===== src/rtl/irq_pkg.sv =====
// Shared constants and FSM state type for the interrupt pending latch.
package irq_pkg;
  localparam int N     = 8;
  localparam int IDX_W = 3;

  typedef enum logic [1:0] {
    IDLE    = 2'd0,
    WAIT    = 2'd1,
    REQ     = 2'd2,
    SERVICE = 2'd3
  } irq_state_t;
endpackage


===== src/rtl/irq_edge_det.sv =====
// Request capture front end: rising-edge detect or level pass-through per line.
module irq_edge_det #(
  parameter int N    = 8,
  parameter bit EDGE = 1'b1
) (
  input  logic         clk,
  input  logic         rst,
  input  logic [N-1:0] irq_in,
  output logic [N-1:0] set_vec
);

  generate
    if (EDGE) begin : g_edge
      logic [N-1:0] prev;

      // History resets to ones so lines already high at reset release do not fire.
      always_ff @(posedge clk or negedge rst) begin
        if (!rst) prev <= '1;
        else      prev <= irq_in;
      end

      assign set_vec = irq_in & ~prev;
    end else begin : g_level
      assign set_vec = irq_in;
    end
  endgenerate

endmodule


===== src/rtl/irq_pending_latch.sv =====
// Sticky pending/mask stage and CPU request/ack/EOI handshake ahead of the priority encoder.
module irq_pending_latch
  import irq_pkg::*;
#(
  parameter int N     = irq_pkg::N,
  parameter int IDX_W = $clog2(N),
  parameter bit EDGE  = 1'b1
) (
  input  logic             clk,
  input  logic             rst,
  input  logic [N-1:0]     irq_in,
  input  logic [N-1:0]     irq_mask,
  output logic [N-1:0]     pend_vec,
  output logic             irq_valid,
  input  logic             irq_ack,
  input  logic [IDX_W-1:0] ack_idx,
  input  logic             eoi,
  output logic             busy,
  output logic [IDX_W-1:0] isr_idx
);

  irq_state_t   state, state_nxt;
  logic [N-1:0] pending;
  logic [N-1:0] set_vec;
  logic [N-1:0] clr_vec;
  logic         ack_ok;

  irq_edge_det #(.N(N), .EDGE(EDGE)) u_edge_det (
    .clk     (clk),
    .rst     (rst),
    .irq_in  (irq_in),
    .set_vec (set_vec)
  );

  // An ack only counts if the index it names is actually offered right now.
  assign ack_ok = (state == REQ) && irq_ack && pend_vec[ack_idx];

  always_comb begin
    clr_vec          = '0;
    clr_vec[ack_idx] = ack_ok;
  end

  // Set is OR-ed after the clear so a simultaneous set wins.
  always_ff @(posedge clk or negedge rst) begin
    if (!rst) begin
      pending  <= '0;
      pend_vec <= '0;
      isr_idx  <= '0;
    end else begin
      pending  <= (pending & ~clr_vec) | set_vec;
      pend_vec <= pending & ~irq_mask;
      if (ack_ok) isr_idx <= ack_idx;
    end
  end

  always_ff @(posedge clk or negedge rst) begin
    if (!rst) state <= IDLE;
    else      state <= state_nxt;
  end

  always_comb begin
    state_nxt = state;
    case (state)
      IDLE:    if (|pend_vec) state_nxt = WAIT;
      WAIT:    state_nxt = (|pend_vec) ? REQ : IDLE;
      REQ: begin
        if (ack_ok)          state_nxt = SERVICE;
        else if (~|pend_vec) state_nxt = IDLE;
      end
      SERVICE: if (eoi) state_nxt = IDLE;
      default: state_nxt = IDLE;
    endcase
  end

  always_comb begin
    irq_valid = 1'b0;
    busy      = 1'b0;
    case (state)
      REQ:     irq_valid = 1'b1;
      SERVICE: busy      = 1'b1;
      default: ;
    endcase
  end

endmodule

===== config.mk =====
export PLATFORM = sky130hd
export DESIGN_NAME = irq_pending_latch
export DESIGN_NICKNAME = d
export VERILOG_FILES = /design/src/rtl/irq_pkg.sv /design/src/rtl/irq_edge_det.sv /design/src/rtl/irq_pending_latch.sv
export SDC_FILE = /design/constraint.sdc
export NUM_CORES = 1
export LEC_CHECK = 0
export BUFFER_PORTS_ARGS = -buffer_cell sky130_fd_sc_hd__buf_2
export CAP_MARGIN = 10
export CORE_ASPECT_RATIO = 1.5
export CORE_MARGIN = 2
export CORE_UTILIZATION = 30
export DETAILED_ROUTE_END_ITERATION = 8
export GPL_TIMING_DRIVEN = 0
export SLEW_MARGIN = 20
export SYNTH_ARGS = -nofsm -noshare
export SYNTH_HDL_FRONTEND = slang
export SYNTH_SLANG_ARGS = --single-unit

===== constraint.sdc =====
create_clock -name clk -period 1.9 [get_ports clk]
set_clock_uncertainty 0.15 [all_clocks]
set_input_delay 0.095 -clock clk [delete_from_list [all_inputs] [get_ports clk]]
set_output_delay 0.095 -clock clk [all_outputs]
set_load 0.02 [all_outputs]

==> results of run 1 <==
[report_power, final]
part,total [mW],leakage (nW),switching (mW),internal [mW]
Sequential,0.773,0.311,0.0580,0.715
Clock,0.475,0.0395,0.215,0.259
Combinational,0.447,0.394,0.230,0.217
Total,1.70,0.745,0.504,1.19
[cell type report]
cell class                 count  share of cell area, %
buffer                         4                   4.25
clock buffer                   8                   4.69
inverter                       1                  0.220
multi-input combinational     62                   24.2
sequential                    29                   43.1
tap                           45                   3.30
timing repair buffer          51                   20.2
[cells in the mapped netlist]
cell type	instances
buf_8	1
mux2_2	1
dfstp_2	8
nand2_1	4
nor2_4	1
nor4_1	3
o21ai_0	2
mux4_2	1
nor3_1	2
inv_1	1
and2_1	1
a211o_1	1
buf_6	1
nor2b_1	17
nor4b_1	2
bufbuf_16	1
a31oi_1	4
a21oi_1	7
nor2_1	7
and2b_2	1
mux2i_1	4
mux2_1	1
nor3b_1	2
mux2_4	1
dfrtp_1	21
clkbuf_8	1
[worst reg2reg max path, cell delays in order, from the launching register on]
cell and delay (ns):
dfrtp_1 0.37, mux2i_1 0.08, mux4_2 0.51, nor2_4 0.15
buf_8 0.15, mux2_4 0.31
[layer usage]
layer	share of wire [%]	GRT usage [%]	wire, um
met1	41	13.6	984
met2	50	19.9	1190
met4	2.9	7.86	70
met3	6.5	4.52	157
met5	0	0	0
[state kept, by name, indices dropped and copies added, names as in the netlist]
signal                  count
u_edge_det.g_edge.prev      8
pending                     8
isr_idx                     3
pend_vec                    8
state                       2
[through the flow]
step | setup slack, ns | instance area [um2]
CTS | 0.0303 | 1710
global placement | 0.0000592 | 1450
detailed placement | -0.0199 | 1450
finish | 0.0693 | 1710
global route | 0.000461 | 1710
floorplan | 0.0168 | 1230
[what timing repair did]
action,4_1_cts,5_1_grt
hold buffers,18,0
endpoints found under the hold margin,39,0
setup endpoints to repair,0,1
[worst max-delay path by stage]
| stage | slack (ns) | end | startpoint | cells after the start |
|---|---|---|---|---|
| finish | 0.07 | isr_idx[1] | pend_vec[6] | 5 |
| CTS | 0.03 | isr_idx[1] | pend_vec[6] | 5 |
| global placement | 0.00006 | isr_idx[1] | ack_idx[0] | 7 |
| global route | 0.0005 | isr_idx[1] | pend_vec[7] | 5 |
| floorplan | 0.02 | isr_idx[1] | pend_vec[7] | 5 |
| detailed placement | -0.02 | isr_idx[1] | ack_idx[0] | 7 |
[placed cells by master, fill, tap and decap left out, types with 2 or more instances in the layout]
cell type      count
a21oi_1            7
nor3b_1            2
dlygate4sd3_1     18
nor2b_1           17
nor4_1             3
mux2i_1            4
nor4b_1            2
o21ai_0            2
nor3_1             2
dfrtp_1           21
nor2_1             7
clkbuf_8           6
dfstp_2            8
buf_2             33
nand2_1            4
a31oi_1            4
clkbuf_1           3
[cell families after synthesis]
logic type             after synthesis  synth area share (%)
AOI/OAI and AO/OA                   14                  6.43
and+or+nand+nor                     40                  19.2
muxes                                8                  8.16
buffers and inverters                5                  6.22
DFF                                 29                  60.0
==> impl_metrics.csv, run 1 <==
group,metric,value,unit
synth,synth_top_cell_area_share,42.9,%
global_route,overflow,0,
finish,utilization,43.5,%
synth,synth_cell_types,26,
global_route,grt.total_usage,12.3,%
floorplanning,start_util,31.3,%
power,finalPower,1.70,mW
finish,multiInputGateArea,414,um2
finish,fin_cells,200,
routing,dr.pass1.iters,4,
global_route,antenna_found_initial,0,
synth,synthTopCellsByArea,"dfrtp_1, dfstp_2, nor2b_1, mux2i_1, a21oi_1",
routing,routed_via_density,4.58,
routing,first_iter_violations,12,
timing,relSlewSlack,58.2,%
routing,num_vias,916,
timing,whs,0.0260,ns
global_route,first_global_vias,936,
power,power.density,993,nW/um2
placement,io_buffers,33,
critical_path,cp_slowest_cell,"mux4_2",
worst_hold_path,hold_end,"pending[0]",
critical_path,reg2reg_from,"pend_vec[6]",
finish,num-fill-cells,393,
synth,yosys.area.top_type,"dfrtp_1",
finish,n_antenna_cell,0,
floorplanning,die-area,4630,um2
critical_path,start_kind,"flip-flop",
critical_path,path_cells,"mux2i_1 > mux4_2 > nor2_4 > buf_8 > mux2_4",
timing,finalHoldViolCount,0,
critical_path,critPathTopFamily,"multiplexers",
synth,netlist_area,1230,um2
synth,synthesis.nets,119,
worst_hold_path,hold_class,"primary input to flip-flop",
power,peakVddDrop,0.560,mV
worst_hold_path,worstHoldPathCells,3,
critical_path,cp_slowest_stage_delay,0.51,ns
clock_tree,cts_tree,"yes",
clock_tree,cts-root-buf,"clkbuf_8",
timing,fin_crit,1.83,ns
finish,drive_gt1_share,35.5,%
clock_tree,cts-resized-gates,0,
outcome,status,"completed",
critical_path,rr_worst_depth,5,
clock_tree,cts_setup_buffers,0,
synth,yosys_register_bits,29,
finish,final_nets,177,
clock_tree,cts_max_level,2,
placement,hpwl,1770,um
global_route,grt_pass1_wl,4210,um
global_route,grt_max_degree,30,
timing,setup_viol,0,
timing,maxSlewViolCount,0,
floorplanning,core_area,3920,um2
floorplanning,die_x,56.2,um
power,leakagePower,0.745,nW
clock_tree,cts.clk_slew.worst_paths,0.06,ns
routing,routedWlPerCell,12.0,um
critical_path,rrSetupSlack,0.07,ns
synth,postSynthCellCount,96,
critical_path,worst-path-buf-inv,1,
critical_path,timing.rr.end,"isr_idx[1]",
clock_tree,clkSinkCount,29,
routing,drt-total-wl,2400,um
floorplanning,die_y,82.3,um
placement,dp_cells,174,
floorplanning,num_io_pins,36,
critical_path,required,1.91,ns
finish,area_growth,39.3,%
floorplanning,row_count,28,
clock_tree,clock_path_buffers,2,
critical_path,critPathKind,"flip-flop to flip-flop",
timing,fin_crit_sh,96.4,%
routing,drcViolationCount,0,
timing,max_freq,546,MHz
critical_path,cp.arrival,1.84,ns
timing,rsz0062_at_grt,"no",
synth,seq_area_frac_synth,60.0,%
finish,seqCellArea,736,um2
worst_hold_path,hold_start,"ack_idx[1]",
synth,avgSynthCellArea,12.8,um2
critical_path,critPathMaxFanout,10,
placement,finalWeightedCongestion,0.677,
clock_tree,clk_latency,0.28,ns
timing,tns,0,ns
timing,worstMarginPinSlew,0.628,ns
routing,ant_nets,0,
critical_path,worst_setup_path_end_kind,"flip-flop",
synth,yosysWarnings,0,
clock_tree,cts_buffers,5,
flow_run,cap_violations,0,
Note: power is estimated with default switching activity, not from simulation.
==> inputs of run 2 (changes only) <==
ABC_AREA = 1   (was not set)
==> impl_metrics.csv, run 2 <==
group,metric,value,unit
outcome,status,"completed",
global_route,overflow,0,
synth,async_flop_share,100,%
synth,synth_edf_count,0,
timing,max_freq,621,MHz
floorplanning,row_count,29,
finish,n_antenna_cell,0,
global_route,grt_max_degree,30,
timing,fin_crit_sh,84.7,%
global_route,globalRouteMet3Util,2.74,%
floorplanning,num_io_pins,36,
critical_path,path_cells,"dlygate4sd3_1 > buf_6 > clkinv_4 > nand2_1 > nand3_2 > nand2_2 > o21ai_4 > buf_6 > nand2_2 > o21ai_2",
timing,setup_viol,0,
global_route,grt_pass1_wl,4390,um
timing,rsz0062_at_grt,"no",
floorplanning,die_x,58.2,um
synth,synth_top_cell_area_share,39.7,%
synth,yosys.area.top_type,"dfrtp_1",
power,p_clk_share,28.8,%
routing,drcViolationCount,0,
routing,drt-total-wl,2660,um
global_route,antenna_found_initial,0,
synth,synth_most_common_cell,"nand2_1",
timing,worstMarginPinSlew,0.637,ns
clock_tree,cts-resized-gates,0,
global_route,use_met2,21.5,%
placement,dp_cells,229,
synth,synthesis.nets,172,
global_route,grt.total_usage,12.1,%
critical_path,cp.arrival,1.67,ns
timing,relSlewSlack,57.5,%
power,finalPower,1.79,mW
finish,fin_cells,258,
synth,avgSynthCellArea,8.88,um2
synth,synth_cell_types,18,
clock_tree,clk_latency,0.28,ns
power,power.density,967,nW/um2
critical_path,cp_slowest_stage_delay,0.55,ns
power,leakagePower,0.980,nW
timing,whs,0.179,ns
floorplanning,start_util,31.2,%
finish,largestRegisters,"pend_vec x8, pending x8, u_edge_det.g_edge.prev x8",
synth,yosysWarnings,0,
clock_tree,cts_tree,"yes",
floorplanning,core_area,4250,um2
clock_tree,cts-root-buf,"clkbuf_8",
synth,synthTopCellsByCount,"nand2_1, inv_1, dfrtp_1",
synth,seq_area_frac_synth,55.6,%
worst_hold_path,hold_class,"primary input to flip-flop",
power,p_seq_share,42.9,%
critical_path,critPathMaxFanout,10,
timing,tns,0,ns
floorplanning,die_y,85.3,um
power,netSwitchingPower,0.581,mW
routing,routed_via_density,4.24,
power,intPower,1.21,mW
critical_path,critPathKind,"primary input to flip-flop",
routing,ant_nets,0,
finish,final_nets,234,
synth,netlist_area,1320,um2
finish,final_area,1850,um2
finish,final_common_cell,"nand2_1",
global_route,busiest_layer,"met2",
routing,num_vias,1094,
finish,area_growth,39.9,%
floorplanning,die-area,4970,um2
timing,maxSlewViolCount,0,
global_route,first_global_vias,1097,
critical_path,cp_slowest_cell,"dlygate4sd3_1",
timing,finalHoldViolCount,0,
placement,hpwl,1940,um
critical_path,rrSetupSlack,0.45,ns
power,p_sw_share,32.5,%
power,comb_power_share,28.2,%
placement,finalWeightedCongestion,0.726,
clock_tree,clock_path_buffers,2,
critical_path,worst_setup_path_end_kind,"flip-flop",
clock_tree,clkSinkCount,29,
power,peakVddDrop,0.501,mV
finish,num-fill-cells,446,
global_route,gr-usage-met1,11.9,%
placement,placed_cell_area,1550,um2
synth,yosys_register_bits,29,
timing,fin_crit,1.61,ns
routing,first_iter_violations,10,
placement,io_buffers,34,
synth,postSynthCellCount,149,
finish,layout_common_cells,"nand2_1, buf_2, inv_1",
critical_path,start_kind,"primary input",
critical_path,critPathTopFamily,"buffers and inverters",
clock_tree,cts_max_level,2,
routing,routedWlPerCell,10.3,um
clock_tree,cts.clk_slew.worst_paths,0.06,ns
clock_tree,cts_buffers,5,
finish,drive_gt1_share,34.4,%
flow_run,cap_violations,0,
critical_path,worst-path-buf-inv,4,
synth,synthTopCellsByArea,"dfrtp_1, dfstp_2, nand2_1, inv_1, o21ai_2",
synth,synth_ff_type,"dfrtp_1",
routing,dr.pass1.iters,4,
critical_path,required,1.96,ns
run 2: logic make-up after synthesis:
| logic type | Yosys count | synth area share [%] |
|---|---|---|
| AOI/OAI and AO/OA | 14 | 8.14 |
| buffers and inverters | 36 | 11.7 |
| and+or+nand+nor | 70 | 24.5 |
| DFF | 29 | 55.6 |
run 2: area by class of cell:
cell class	count	area, um2	area share (%)
buffer	2	22.5	1.22
multi-input combinational	84	432	23.3
sequential	29	736	39.8
timing repair buffer	55	380	20.6
clock buffer	8	90.1	4.87
inverter	34	133	7.17
tap	46	57.6	3.11
run 2: power by group through the flow:
stage	sequential (mW)	combinational, mW	clock [mW]
CTS	0.770	0.516	0.538
global placement	0.777	0.470	0
global route	0.781	0.566	0.572
detailed placement	0.780	0.481	0
floorplan	0.828	0.281	0
finish	0.768	0.505	0.516
run 2: per-stage QoR:
step                      setup WS (ns)  utilization [%]
final                             0.290             43.6
after global routing              0.211             43.6
after CTS                         0.268             43.6
after detailed placement          0.423             36.5
after global placement            0.454             36.5
after floorplan                   0.389                -
run 2: per-layer routing:
metal	wire (um)	up-vias
met5	0	-
met3	114	6
li1	-	560
met4	84	0
met2	1410	23
met1	1050	505
run 2: worst min-delay path: stages:
cell     delay (ns)
buf_2          0.09
inv_1          0.08
nor2_4         0.05
o21ai_4        0.10
o21ai_0        0.09
nand2_1        0.05
run 2: timing repair:
item | 4_1_cts | 5_1_grt
hold buffers | 21 | 0
hold endpoints to repair | 49 | 0
setup endpoints to repair | 0 | 0
buffers inserted | 0 | 0
run 2: worst paths after layout:
check / depth (start not counted) / start / endpoint
max: 10 / ack_idx[0] / isr_idx[2]
min reg2reg: 2 / pending[0] / pend_vec[0]
min: 6 / irq_ack / pending[0]
max reg2reg: 8 / pend_vec[1] / isr_idx[2]
max in group asynchronous: 2 / rst / pending[2]
min in group asynchronous: 2 / rst / pending[6]
